--- src/rtl/conv_operand_streamer.sv ---
// Walks the conv loop nest, reads activation/weight memories, streams a/b pairs.
// Build option STREAMER_ZERO_PAD_EN: zero-pad out-of-bounds taps (default: edge replicate).
module conv_operand_streamer #(
    parameter int DATA_WIDTH         = 16,
    parameter int ADDR_WIDTH         = 20,
    parameter int FEATURE_MAP_WIDTH  = 1024,
    parameter int FEATURE_MAP_HEIGHT = 1024,
    parameter int INPUT_NB_CHANNELS  = 64,
    parameter int OUTPUT_NB_CHANNELS = 64,
    parameter int KERNEL_SIZE        = 3
) (
    input  logic                  clk,
    input  logic                  arst_n_in,
    input  logic                  start,
    output logic                  busy,
    output logic                  done,
    output logic                  act_mem_re,
    output logic [ADDR_WIDTH-1:0] act_mem_addr,
    input  logic [DATA_WIDTH-1:0] act_mem_rdata,
    output logic                  wgt_mem_re,
    output logic [ADDR_WIDTH-1:0] wgt_mem_addr,
    input  logic [DATA_WIDTH-1:0] wgt_mem_rdata,
    output logic                  a_valid,
    input  logic                  a_ready,
    output logic [DATA_WIDTH-1:0] a_data,
    output logic                  b_valid,
    input  logic                  b_ready,
    output logic [DATA_WIDTH-1:0] b_data
);

    localparam int P = KERNEL_SIZE / 2;
    localparam int W = FEATURE_MAP_WIDTH;
    localparam int H = FEATURE_MAP_HEIGHT;
    localparam int CIN = INPUT_NB_CHANNELS;
    localparam int K = KERNEL_SIZE;

    localparam logic [31:0] X_LAST  = 32'(FEATURE_MAP_WIDTH - 1);
    localparam logic [31:0] Y_LAST  = 32'(FEATURE_MAP_HEIGHT - 1);
    localparam logic [31:0] CI_LAST = 32'(INPUT_NB_CHANNELS - 1);
    localparam logic [31:0] CO_LAST = 32'(OUTPUT_NB_CHANNELS - 1);
    localparam logic [31:0] K_LAST  = 32'(KERNEL_SIZE - 1);

    localparam logic [1:0] IDLE   = 2'd0;
    localparam logic [1:0] STREAM = 2'd1;
    localparam logic [1:0] DRAIN  = 2'd2;

    logic [1:0] state;

    logic [31:0] x;
    logic [31:0] y;
    logic [31:0] ci;
    logic [31:0] co;
    logic [31:0] ky;
    logic [31:0] kx;

    logic inflight;
    logic pad_q;

    logic [DATA_WIDTH-1:0] fifo_a [2];
    logic [DATA_WIDTH-1:0] fifo_b [2];
    logic [1:0] count;
    logic       wr_ptr;
    logic       rd_ptr;

    logic       pop;
    logic       issue;
    logic       last_beat;
    logic       pad;
    logic [2:0] occ;

    logic signed [31:0] xi;
    logic signed [31:0] yi;
    logic signed [31:0] xs;
    logic signed [31:0] ys;
    logic [ADDR_WIDTH-1:0] act_addr;
    logic [ADDR_WIDTH-1:0] wgt_addr;

    assign a_valid = (count != 2'd0);
    assign b_valid = a_valid;
    assign a_data  = a_valid ? fifo_a[rd_ptr] : '0;
    assign b_data  = b_valid ? fifo_b[rd_ptr] : '0;

    assign pop = a_valid & a_ready & b_valid & b_ready;

    // Slots already claimed: stored beats plus the read in flight, less the one leaving.
    assign occ   = {1'b0, count} + {2'b00, inflight} - {2'b00, pop};
    assign issue = (state == STREAM) && (occ < 3'd2);

    assign last_beat = (x == X_LAST) && (y == Y_LAST) &&
                       (ci == CI_LAST) && (co == CO_LAST) &&
                       (ky == K_LAST) && (kx == K_LAST);

    assign busy = (state != IDLE);
    assign done = (state == DRAIN) && (count == 2'd0) && !inflight;

    always_comb begin
        xi  = $signed(x) + $signed(kx) - P;
        yi  = $signed(y) + $signed(ky) - P;
        xs  = xi;
        ys  = yi;
        pad = 1'b0;
`ifdef STREAMER_ZERO_PAD_EN
        pad = (xi < 0) || (xi >= W) || (yi < 0) || (yi >= H);
`else
        if (xi < 0) begin
            xs = 0;
        end else if (xi >= W) begin
            xs = W - 1;
        end
        if (yi < 0) begin
            ys = 0;
        end else if (yi >= H) begin
            ys = H - 1;
        end
`endif
        act_addr = ADDR_WIDTH'((ys * W + xs) * CIN + $signed(ci));
        wgt_addr = ADDR_WIDTH'(((co * CIN + ci) * K + ky) * K + kx);
    end

    assign act_mem_re   = issue & ~pad;
    assign act_mem_addr = act_mem_re ? act_addr : '0;
    assign wgt_mem_re   = issue;
    assign wgt_mem_addr = issue ? wgt_addr : '0;

    always_ff @(posedge clk or negedge arst_n_in) begin
        if (!arst_n_in) begin
            state <= IDLE;
        end else begin
            unique case (1'b1)
                state == IDLE: begin
                    if (start) begin
                        state <= STREAM;
                    end
                end
                state == STREAM: begin
                    if (issue && last_beat) begin
                        state <= DRAIN;
                    end
                end
                state == DRAIN: begin
                    if (done) begin
                        state <= IDLE;
                    end
                end
                default: state <= IDLE;
            endcase
        end
    end

    // Innermost kx; the final beat wraps every counter back to zero.
    always_ff @(posedge clk or negedge arst_n_in) begin
        if (!arst_n_in) begin
            x  <= '0;
            y  <= '0;
            ci <= '0;
            co <= '0;
            ky <= '0;
            kx <= '0;
        end else if (issue) begin
            if (kx != K_LAST) begin
                kx <= kx + 32'd1;
            end else begin
                kx <= '0;
                if (ky != K_LAST) begin
                    ky <= ky + 32'd1;
                end else begin
                    ky <= '0;
                    if (co != CO_LAST) begin
                        co <= co + 32'd1;
                    end else begin
                        co <= '0;
                        if (ci != CI_LAST) begin
                            ci <= ci + 32'd1;
                        end else begin
                            ci <= '0;
                            if (y != Y_LAST) begin
                                y <= y + 32'd1;
                            end else begin
                                y <= '0;
                                if (x != X_LAST) begin
                                    x <= x + 32'd1;
                                end else begin
                                    x <= '0;
                                end
                            end
                        end
                    end
                end
            end
        end
    end

    always_ff @(posedge clk or negedge arst_n_in) begin
        if (!arst_n_in) begin
            inflight <= 1'b0;
            pad_q    <= 1'b0;
        end else begin
            inflight <= issue;
            pad_q    <= issue & pad;
        end
    end

    always_ff @(posedge clk or negedge arst_n_in) begin
        if (!arst_n_in) begin
            for (int i = 0; i < 2; i++) begin
                fifo_a[i] <= '0;
                fifo_b[i] <= '0;
            end
            count  <= '0;
            wr_ptr <= 1'b0;
            rd_ptr <= 1'b0;
        end else begin
            if (inflight) begin
                fifo_a[wr_ptr] <= pad_q ? '0 : act_mem_rdata;
                fifo_b[wr_ptr] <= wgt_mem_rdata;
                wr_ptr         <= ~wr_ptr;
            end
            if (pop) begin
                rd_ptr <= ~rd_ptr;
            end
            count <= count + {1'b0, inflight} - {1'b0, pop};
        end
    end

endmodule
--- config.mk ---
export PLATFORM = sky130hd
export DESIGN_NAME = conv_operand_streamer
export DESIGN_NICKNAME = d
export VERILOG_FILES = /design/src/rtl/conv_operand_streamer.sv
export SDC_FILE = /design/constraint.sdc
export NUM_CORES = 1
export LEC_CHECK = 0
export ABC_AREA = 1
export CORE_MARGIN = 2
export CORE_UTILIZATION = 50
export DETAILED_ROUTE_END_ITERATION = 10
export PLACE_DENSITY_LB_ADDON = 0.25
export SKIP_CTS_REPAIR_TIMING = 1
export SLEW_MARGIN = 0
export SYNTH_ARGS = -nofsm -noshare
export SYNTH_HDL_FRONTEND = slang
export SYNTH_SLANG_ARGS = --single-unit
--- constraint.sdc ---
create_clock -name clk -period 8.5 [get_ports clk]
set_input_delay 2.125 -clock clk [delete_from_list [all_inputs] [get_ports clk]]
set_output_delay 2.125 -clock clk [all_outputs]
set_load 0.005 [all_outputs]
Word level (Yosys, flattened, before mapping)
Cells that the tools add are included.
- bits in registers: 263
- logic and storage cells: 122
- output and inout bits: 78
- input port bits: 37
- add/sub/neg operators: 19
- multiply operators: 2
- mux-type cells: 28
- equality and inequality tests: 17
- reductions and logical operators: 21
- bitwise operators: 12
- $lt $le $gt $ge: 8
- operators by type and width (operator ; number):
    32-bit by 1-bit adder with 32-bit output, second input constant ; 6
    32-bit 2-to-1 mux ; 6
    16-bit 2-to-1 mux ; 9
    32-bit adder ; 4
    32-bit bitwise mux ; 2
    32-bit by 10-bit == test with 1-bit output, second input constant ; 2
    32-bit by 2-bit == test with 1-bit output, second input constant ; 2
    32-bit by 6-bit == test with 1-bit output, second input constant ; 2
    32-bit by 12-bit greater-or-equal comparator with 1-bit output, second input constant ; 2
    32-bit by 1-bit less-than comparator with 1-bit output, second input constant ; 2
    32-bit by 10-bit != test with 1-bit output, second input constant ; 2
    32-bit by 2-bit != test with 1-bit output, second input constant ; 2
    32-bit by 6-bit != test with 1-bit output, second input constant ; 2
    32-bit by 2-bit subtractor with 32-bit output, second input constant ; 2
    20-bit adder ; 2
    20-bit 2-to-1 mux ; 2
    32-bit by 2-bit multiplier with 20-bit output, second input constant ; 1
    32-bit by 2-bit multiplier with 32-bit output, second input constant ; 1
    14-bit 2-to-1 mux ; 2
    16-bit demux with 1-bit select ; 1
    14-bit adder ; 1
    1-bit logical AND ; 10
    4-bit 2-to-1 mux ; 2
    1-bit inverter ; 7
    other kinds (23) ; 33

Depth between registers and ports, before layout
Gate-level depths: netlist (run 1).
- depth after elaboration: 10
- depth in mapped cells: 38
- gate-level depth less buffers: 38

Least setup slack after synthesis (run 1)
No wires, ideal clock.
- kind: flip-flop to output port
- from: reg ci[6]
- to: out wgt_mem_addr[19]
- required time: 6375 ps
- setup slack: 1127 ps
- cell stages (with the launch flop): 29
- path buffers: 0
- arrival: 5248 ps
- path through: dfrtp_1 > ha_1 > fa_1 > nand3_1 > nand2_1 > xnor2_1 > inv_1 > fa_1 > ha_1 > nand2_1 > nor2_1 > nand2_1 > o211ai_1 > a31oi_1 > o21ai_0 > a31oi_1 > o21ai_0 > xor2_1 > fa_1 > ha_1 > inv_1 > nor3_1 > nand2_1 > o21ai_0 > a21oi_1 > xor2_1 > nand2_1 > nand2_1 > nor2_1
- word-level cells in the longest chain between the ends: 6
- RTL lines (what ; line ; text):
    start: declaration ; 51 ; logic [31:0] ci;
    start signal: assignment ; 173 ; ci <= ci + 32'd1;
    32-bit adder ; 117 ; wgt_addr = ADDR_WIDTH'(((co * CIN + ci) * K + ky) * K + kx);
    32-bit by 2-bit multiplier with 32-bit output ; 117 ;
    32-bit adder ; 117 ;
    32-bit by 2-bit multiplier with 20-bit output ; 117 ;
    20-bit adder ; 117 ;
    20-bit 2-to-1 mux ; 123 ; assign wgt_mem_addr = issue ? wgt_addr : '0;
    end: declaration ; 21 ; output logic [ADDR_WIDTH-1:0] wgt_mem_addr,
Every way passes these cells.

Final worst setup path (run 1)
Ends and elaborated chain as after synthesis.

==> impl_results.md, run 1 <==
* Synth Warn # at 0
* HP Class: reg -> reg
* Kind of critical path: reg -> out
* Area growth syn-to-layout at 15.34%
* H-Tree Depth at 1
* Post-synth EDFFs at 0
* Fin. max-slew vios at 0
* Clk slew on worst S/H paths at 0.06 ns
* Nets at 4001
* Core Rows at 81
* RD Place Congestion at 0.9531
* I/O pin count at 115
* Tcrit/Tclk final at 98.24%
* Slew HR at 28.55%
* Hold slack at 0.4850 ns
* Synth Register Bits at 263
* Total gr overflow at 0
* Register area share after synthesis at 26.65%
* P_int at 3174 uW
* DR WL/cell at 16.55 um
* Post-DRT Antenna Nets at 0
* Worst skew pair latency at 0.59 ns
* F_max at 119.8 MHz
* Status: finished clean
* Largest net degree at the start of global routing at 151
* Total CTS buffers at 31
* Final Setup Violations at 0
* Most common cell on crit path: nand2_1
* Total Die Area at 51180 um2
* Cell Area, Synth at 24690 um2
* Root buf cell: clkbuf_16
* Setup Total Neg Slack at 0 ns
* DR vias/cell at 5.441
* ANT cells at 0
* First-pass GRT wire length at 116.3 mm
* Worst EP required at 6.38 ns
* Combinational power share at 38.2%
* Crit-path max FO at 4
* Max_cap viols at 0
* Remaining DRCs at 0
* Antenna violations before repair at 0
* Clock power frac at 30.1%
* Final hold violation count at 0
* Slew @ Worst Pin at 1.065 ns
* Power per Cell Area at 171.3 nW/um2
* Yosys cell types at 65
* Drt pass-1 iters at 6
* Clock Tree Buf Depth at 3
* Sw Share at 34.94%
* Synth Instances at 3558
* Number of global-route vias before repair at 22030
* Clk_skew at 0.01574 ns
* CP Capture Type: output port
* CP max-delay cell: fa_1
* PortBufs at 114
* Starting DRC count in detailed routing at 2035
* Initial Utilization at 50.55%
* Routed vias at 23958
* CTS tree: done
* Tot GR Track Use at 28.22%
* Total Wirelength at 72.87 mm
* Share of cells above drive strength 1 at 8.772%
* Crit path DAT at 6.23 ns
* Max VDD drop at 0.1381 mV
* LEAKAGE at 0.01320 uW
* CP peak stage delay at 0.50 ns
* Detailed placement HPWL at 57.78 mm
* Post-synth top flop: dfrtp_1
* Die H at 226.2 um
* RSZ-0062 raised after global routing: true
* Switch Pwr at 1705 uW
* Chip width at 226.2 um
* Placeable Area at 48850 um2
* Post-Syn Area per Cell at 6.941 um2
* Register share of total power at 31.8%
* CP Launch Type: register
* Post-synth ARST share at 100.0%
* Period minus WS final at 8.350 ns
* CTS sink count at 263
[layout by cell type (no fill, tap or decap), types with 7 or more instances in the layout]
cell / instances
clkdlybuf4s50_1: 110
ha_1: 189
nand3b_1: 7
xnor2_1: 24
o21ai_0: 165
buf_4: 63
inv_1: 561
dfrtp_1: 236
fa_1: 41
nor3_2: 11
nand2_1: 871
inv_2: 34
nand3_1: 122
xor2_2: 10
nor3_1: 125
nand3_2: 8
clkbuf_16: 31
xor2_1: 169
nor2_1: 248
o21ai_1: 81
ha_2: 10
nor2_4: 12
clkinv_2: 7
mux2i_1: 12
nor4_1: 118
nand2_2: 11
o21ai_2: 7
dfrtp_2: 27
a21oi_2: 14
nor3b_1: 8
nor2_2: 16
nand4_1: 90
a21oi_1: 173
[synth_stat cells (19+ instances only)]
cell	count	area share, %
nor4_1	119	3.0
o21ai_0	173	3.5
nand4_1	90	2.3
nand2_1	877	13
nor3_1	127	2.6
o21ai_1	78	1.6
ha_1	203	10
nand3_1	123	2.5
xor2_1	178	6.3
clkbuf_1	31	0.47
inv_1	576	8.8
a21oi_1	187	3.8
inv_2	19	0.29
dfrtp_1	263	27
xnor2_1	27	0.96
fa_1	44	3.6
nor2_1	258	3.9
[power groups by stage]
stage | Combinational (uW) | Clock [uW] | Sequential, uW
global placement | 1770 | 0 | 1570
floorplan | 948 | 0 | 1540
CTS | 1790 | 1490 | 1550
global route | 2090 | 1540 | 1570
finish | 1860 | 1470 | 1550
detailed placement | 1780 | 0 | 1570
[sequential cells by signal, indices dropped and copies added (netlist names)]
register	cells
inflight	1
ky	32
co	32
ci	32
fifo_a	32
fifo_b	32
x	32
state	2
count	2
rd_ptr	1
kx	32
y	32
wr_ptr	1
[area by class of cell]
cell class | count | area [um2]
Clock inverter | 17 | 254.0
Timing Repair Buffer | 178 | 1647
Multi-Input combinational cell | 2636 | 15980
Inverter | 607 | 2297
Sequential cell | 263 | 6615
Tap cell | 664 | 830.8
Clock buffer | 38 | 862.1
Fill cell | 4685 | 20370
[routing by layer]
metal | vias to the layer above | global-route usage, % | share of wire [%]
met5 | - | 0 | 0
met4 | 0 | 9.147 | 3.2
met3 | 122 | 3.149 | 6.8
met2 | 872 | 44.32 | 44
met1 | 11011 | 40.51 | 46
li1 | 11953 | - | -
[per-stage QoR]
stage	area [um2]	total power (uW)	util [%]	worst slack (ns)	std cells
after global placement	26680	3335	54.61	0.04047	4313
after floorplan	24700	2491	-	1.127	3560
final	28480	4879	58.31	0.1499	4403
after detailed placement	26680	3354	54.61	0.05068	4313
after CTS	27790	4833	56.90	-0.6355	4368
after global routing	28480	5205	58.31	-0.2529	4403
[critical path, delay by kind of cell (launching register included)]
kind                       cells  cell delay [ns]
buffers and inverters          5             0.62
and+or+nand+nor                7             0.77
xor gates and xnor gates       3             0.49
adders and majority gates      6             2.19
DFF                            1             0.38
AOI/OAI and AO/OA              8             1.17
[final timing paths]
check,startpoint,endpoint,slack [ns],depth (start not counted)
worst max-delay path,ci[6]$_DFFE_PN0P_,wgt_mem_addr[19],0.15,29
worst min-delay path,fifo_b[17]$_DFFE_PN0P_,fifo_b[17]$_DFFE_PN0P_,0.48,2
worst max register to register,count[1]$_DFF_PN0_,ci[18]$_DFFE_PN0P_,3.06,20
worst min register to register,fifo_b[17]$_DFFE_PN0P_,fifo_b[17]$_DFFE_PN0P_,0.48,2
max in group asynchronous,arst_n_in,ky[1]$_DFFE_PN0P_,5.49,2
min in group asynchronous,arst_n_in,x[28]$_DFFE_PN0P_,1.57,1
[logic make-up after synthesis]
| kind of cell | synth area share, % |
|---|---|
| AO/OA/AOI/OAI | 10.53 |
| flip-flops | 26.65 |
| XOR/XNOR | 7.337 |
| multiplexers | 0.5928 |
| other | 0.03041 |
| AND/OR/NAND/NOR | 30.80 |
| buffers and inverters | 10.21 |
| adder cells (fa/ha/maj) | 13.85 |
Note: power is estimated with default switching activity, not from simulation.
==> inputs of run 2 (changes only) <==
- ABC_CLOCK_PERIOD_IN_PS: not set -> 8500
==> results of run 2 <==
The final DEF is identical to that of run 1; final timing and power are the same.
==> inputs of run 3 (changes only) <==
- CORE_UTILIZATION: 50 -> 55
- CTS_CLUSTER_SIZE: not set -> 12
- HOLD_SLACK_MARGIN: not set -> 0.1
==> impl_results.md, run 3 (same netlist as run 1, synthesis figures left out) <==
* Status: finished clean
* RD Place Congestion at 0.9800 (+2.8%)
* Drt pass-1 iters at 6 (unchanged)
* PortBufs at 114 (unchanged)
* Kind of critical path: reg -> out
* Slew HR at 29.54% (+0.99 points)
* Post-DRT Antenna Nets at 0 (unchanged)
* Total Wirelength at 72.90 mm (about the same)
* Total CTS buffers at 31 (unchanged)
* Max VDD drop at 0.1937 mV (+40%)
* Switch Pwr at 1675 uW (-1.7%)
* Commonest non-fill, non-tap cell in the layout: nand2_1
* Worst skew pair latency at 0.57 ns (-0.02 ns)
* Register share of total power at 33.1% (+1.3 points)
* Clk_skew at 0.01095 ns (-0.004790 ns)
* Starting DRC count in detailed routing at 2379 (+17%)
* Remaining DRCs at 0 (unchanged)
* Root buf cell: clkbuf_16
* Clk slew on worst S/H paths at 0.06 ns (about the same)
* Chip width at 215.9 um (-4.6%)
* Combinational power share at 39.4% (+1.2 points)
* Commonest non-fill, non-tap cells in the layout: 870 x nand2_1, 567 x inv_1, 244 x nor2_1, 233 x dfrtp_1, 186 x ha_1
* Initial Utilization at 55.84% (+5.3 points)
* Most common cell on crit path: nand2_1
* Period minus WS final at 8.376 ns (+0.02635 ns)
* Register area at 6619 um2 (about the same)
* I/O pin count at 115 (unchanged)
* Fin. max-slew vios at 0 (unchanged)
* Routed vias at 24071 (+0.47%)
* Crit path DAT at 6.25 ns (+0.02 ns)
* CP Launch Type: register
* H-Tree Depth at 1 (unchanged)
* Metal3 WL at 4.980 mm (+0.67%)
* Worst EP required at 6.38 ns (about the same)
* Nets at 3997 (-0.10%)
* First-pass GRT wire length at 114.9 mm (-1.2%)
* Clock power frac at 27.5% (-2.6 points)
* WL met1 at 32.87 mm (-1.1%)
* Core Rows at 77 (-4.9%)
* Antenna violations before repair at 1 (+1)
* P_int at 3004 uW (-5.4%)
* Total Die Area at 46610 um2 (-8.9%)
* Tcrit/Tclk final at 98.55% (+0.31 points)
* Placeable Area at 44220 um2 (-9.5%)
* Max_cap viols at 0 (unchanged)
* Area growth syn-to-layout at 15.11%
* CP Capture Type: output port
* CTS sink count at 263 (unchanged)
* CTS tree: done
* Final hold violation count at 0 (unchanged)
* F_max at 119.4 MHz (-0.31%)
* Top layer in use: met4
* Detailed placement HPWL at 57.15 mm (-1.1%)
* CP peak stage delay at 0.52 ns (+0.02 ns)
* DR vias/cell at 5.568 (+2.3%)
* HP Class: reg -> reg
* Crit-path max FO at 4 (unchanged)
* Clock Tree Buf Depth at 3 (unchanged)
* Area of the multi-input gates at 16200 um2 (+1.4%)
* Slew @ Worst Pin at 1.050 ns (-0.01475 ns)
* LEAKAGE at 0.01316 uW (-0.26%)
* Tot GR Track Use at 30.28% (+2.1 points)
* RSZ-0062 raised after global routing: true
* Fin util at 64.28% (+6.0 points)
* Sw Share at 35.81% (+0.86 points)
* Total gr overflow at 0 (unchanged)
* Fillcell total at 4024 (-14%)
* DR WL/cell at 16.86 um (+1.9%)
* FF-to-FF path depth at 21 (+5.0%)
* WHS Path Cells at 2 (unchanged)
* Die H at 215.9 um (-4.6%)
* Setup Total Neg Slack at 0 ns (unchanged)
* Largest net degree at the start of global routing at 169 (+12%)
* Power per Cell Area at 164.6 nW/um2 (-3.9%)
* Met2 routed WL at 32.05 mm (-1.1%)
* Number of global-route vias before repair at 21958 (-0.33%)
* Share of cells above drive strength 1 at 9.008% (+0.24 points)
* CP max-delay cell: fa_1
* Final Setup Violations at 0 (unchanged)
==> run 3: cell types whose count changed in the layout (fill, tap and decap cells not counted), sizes merged <==
cell / before / now
bufinv: 6 / 2
buf: 65 / 62
clkbuf: 38 / 37
clkinv: 13 / 16
clkinvlp: 6 / 7
diode: 0 / 1
dlymetal6s2s: 3 / 2
inv: 599 / 595
==> run 3: per-stage QoR <==
step / hold WS (ns) / cell area [um2] / worst slack, ns / power [uW] / instances
2_1_floorplan: 0.4529 / 24700 / 1.127 / 2491 / 3560
6_report: 0.4846 / 28430 / 0.1236 / 4679 / 4323
3_5_place_dp: 0.4728 / 26530 / 0.1137 / 3334 / 4234
5_1_grt: 0.5038 / 28420 / -0.2392 / 4970 / 4322
4_1_cts: 0.4879 / 27490 / -0.5389 / 4630 / 4284
3_3_place_gp: 0.4656 / 26530 / 0.1070 / 3303 / 4234
==> run 3: metal layers <==
layer	global-route usage, %	up-vias
met2	48.46	903
met3	2.678	152
met1	43.12	11085
li1	-	11931
met4	10.46	0
met5	0	-
==> run 3: final timing paths <==
kind                                        start                     end  slack (ns)
min                        fifo_b[19]$_DFFE_PN0P_  fifo_b[19]$_DFFE_PN0P_        0.48
min in group asynchronous               arst_n_in       y[14]$_DFFE_PN0P_        1.54
max reg2reg                    count[1]$_DFF_PN0_      ci[15]$_DFFE_PN0P_        3.78
max                             co[0]$_DFFE_PN0P_        wgt_mem_addr[19]        0.12
min reg2reg                fifo_b[19]$_DFFE_PN0P_  fifo_b[19]$_DFFE_PN0P_        0.48
max in group asynchronous               arst_n_in   fifo_b[5]$_DFFE_PN0P_        5.51
==> run 3: final cells by class <==
| class | count | area share [%] |
|---|---|---|
| Clock buffer | 37 | 2.914 |
| Inverter | 607 | 8.077 |
| Clock inverter | 13 | 0.4446 |
| Multi-Input combinational cell | 2636 | 57.01 |
| Antenna cell | 1 | 0.008803 |
| Tap cell | 592 | 2.606 |
| Timing Repair Buffer | 174 | 5.660 |
| Sequential cell | 263 | 23.28 |
==> run 3: worst max-delay path, delay by kind of cell, from the launching register on <==
| family | cells | cell delay, ns |
|---|---|---|
| XOR/XNOR | 3 | 0.55 |
| AO/OA/AOI/OAI | 7 | 1.11 |
| adder cells (fa/ha/maj) | 6 | 2.22 |
| buffers and inverters | 3 | 0.30 |
| flip-flops | 1 | 0.41 |
| AND/OR/NAND/NOR | 10 | 1.09 |
==> run 3: power by group through the flow <==
stage                     clock network (uW)  registers [uW]  logic (uW)
after floorplan                            0            1540         948
final                                   1290            1550        1840
after global placement                     0            1560        1740
after global routing                    1360            1580        2040
after CTS                               1310            1550        1770
after detailed placement                   0            1570        1760
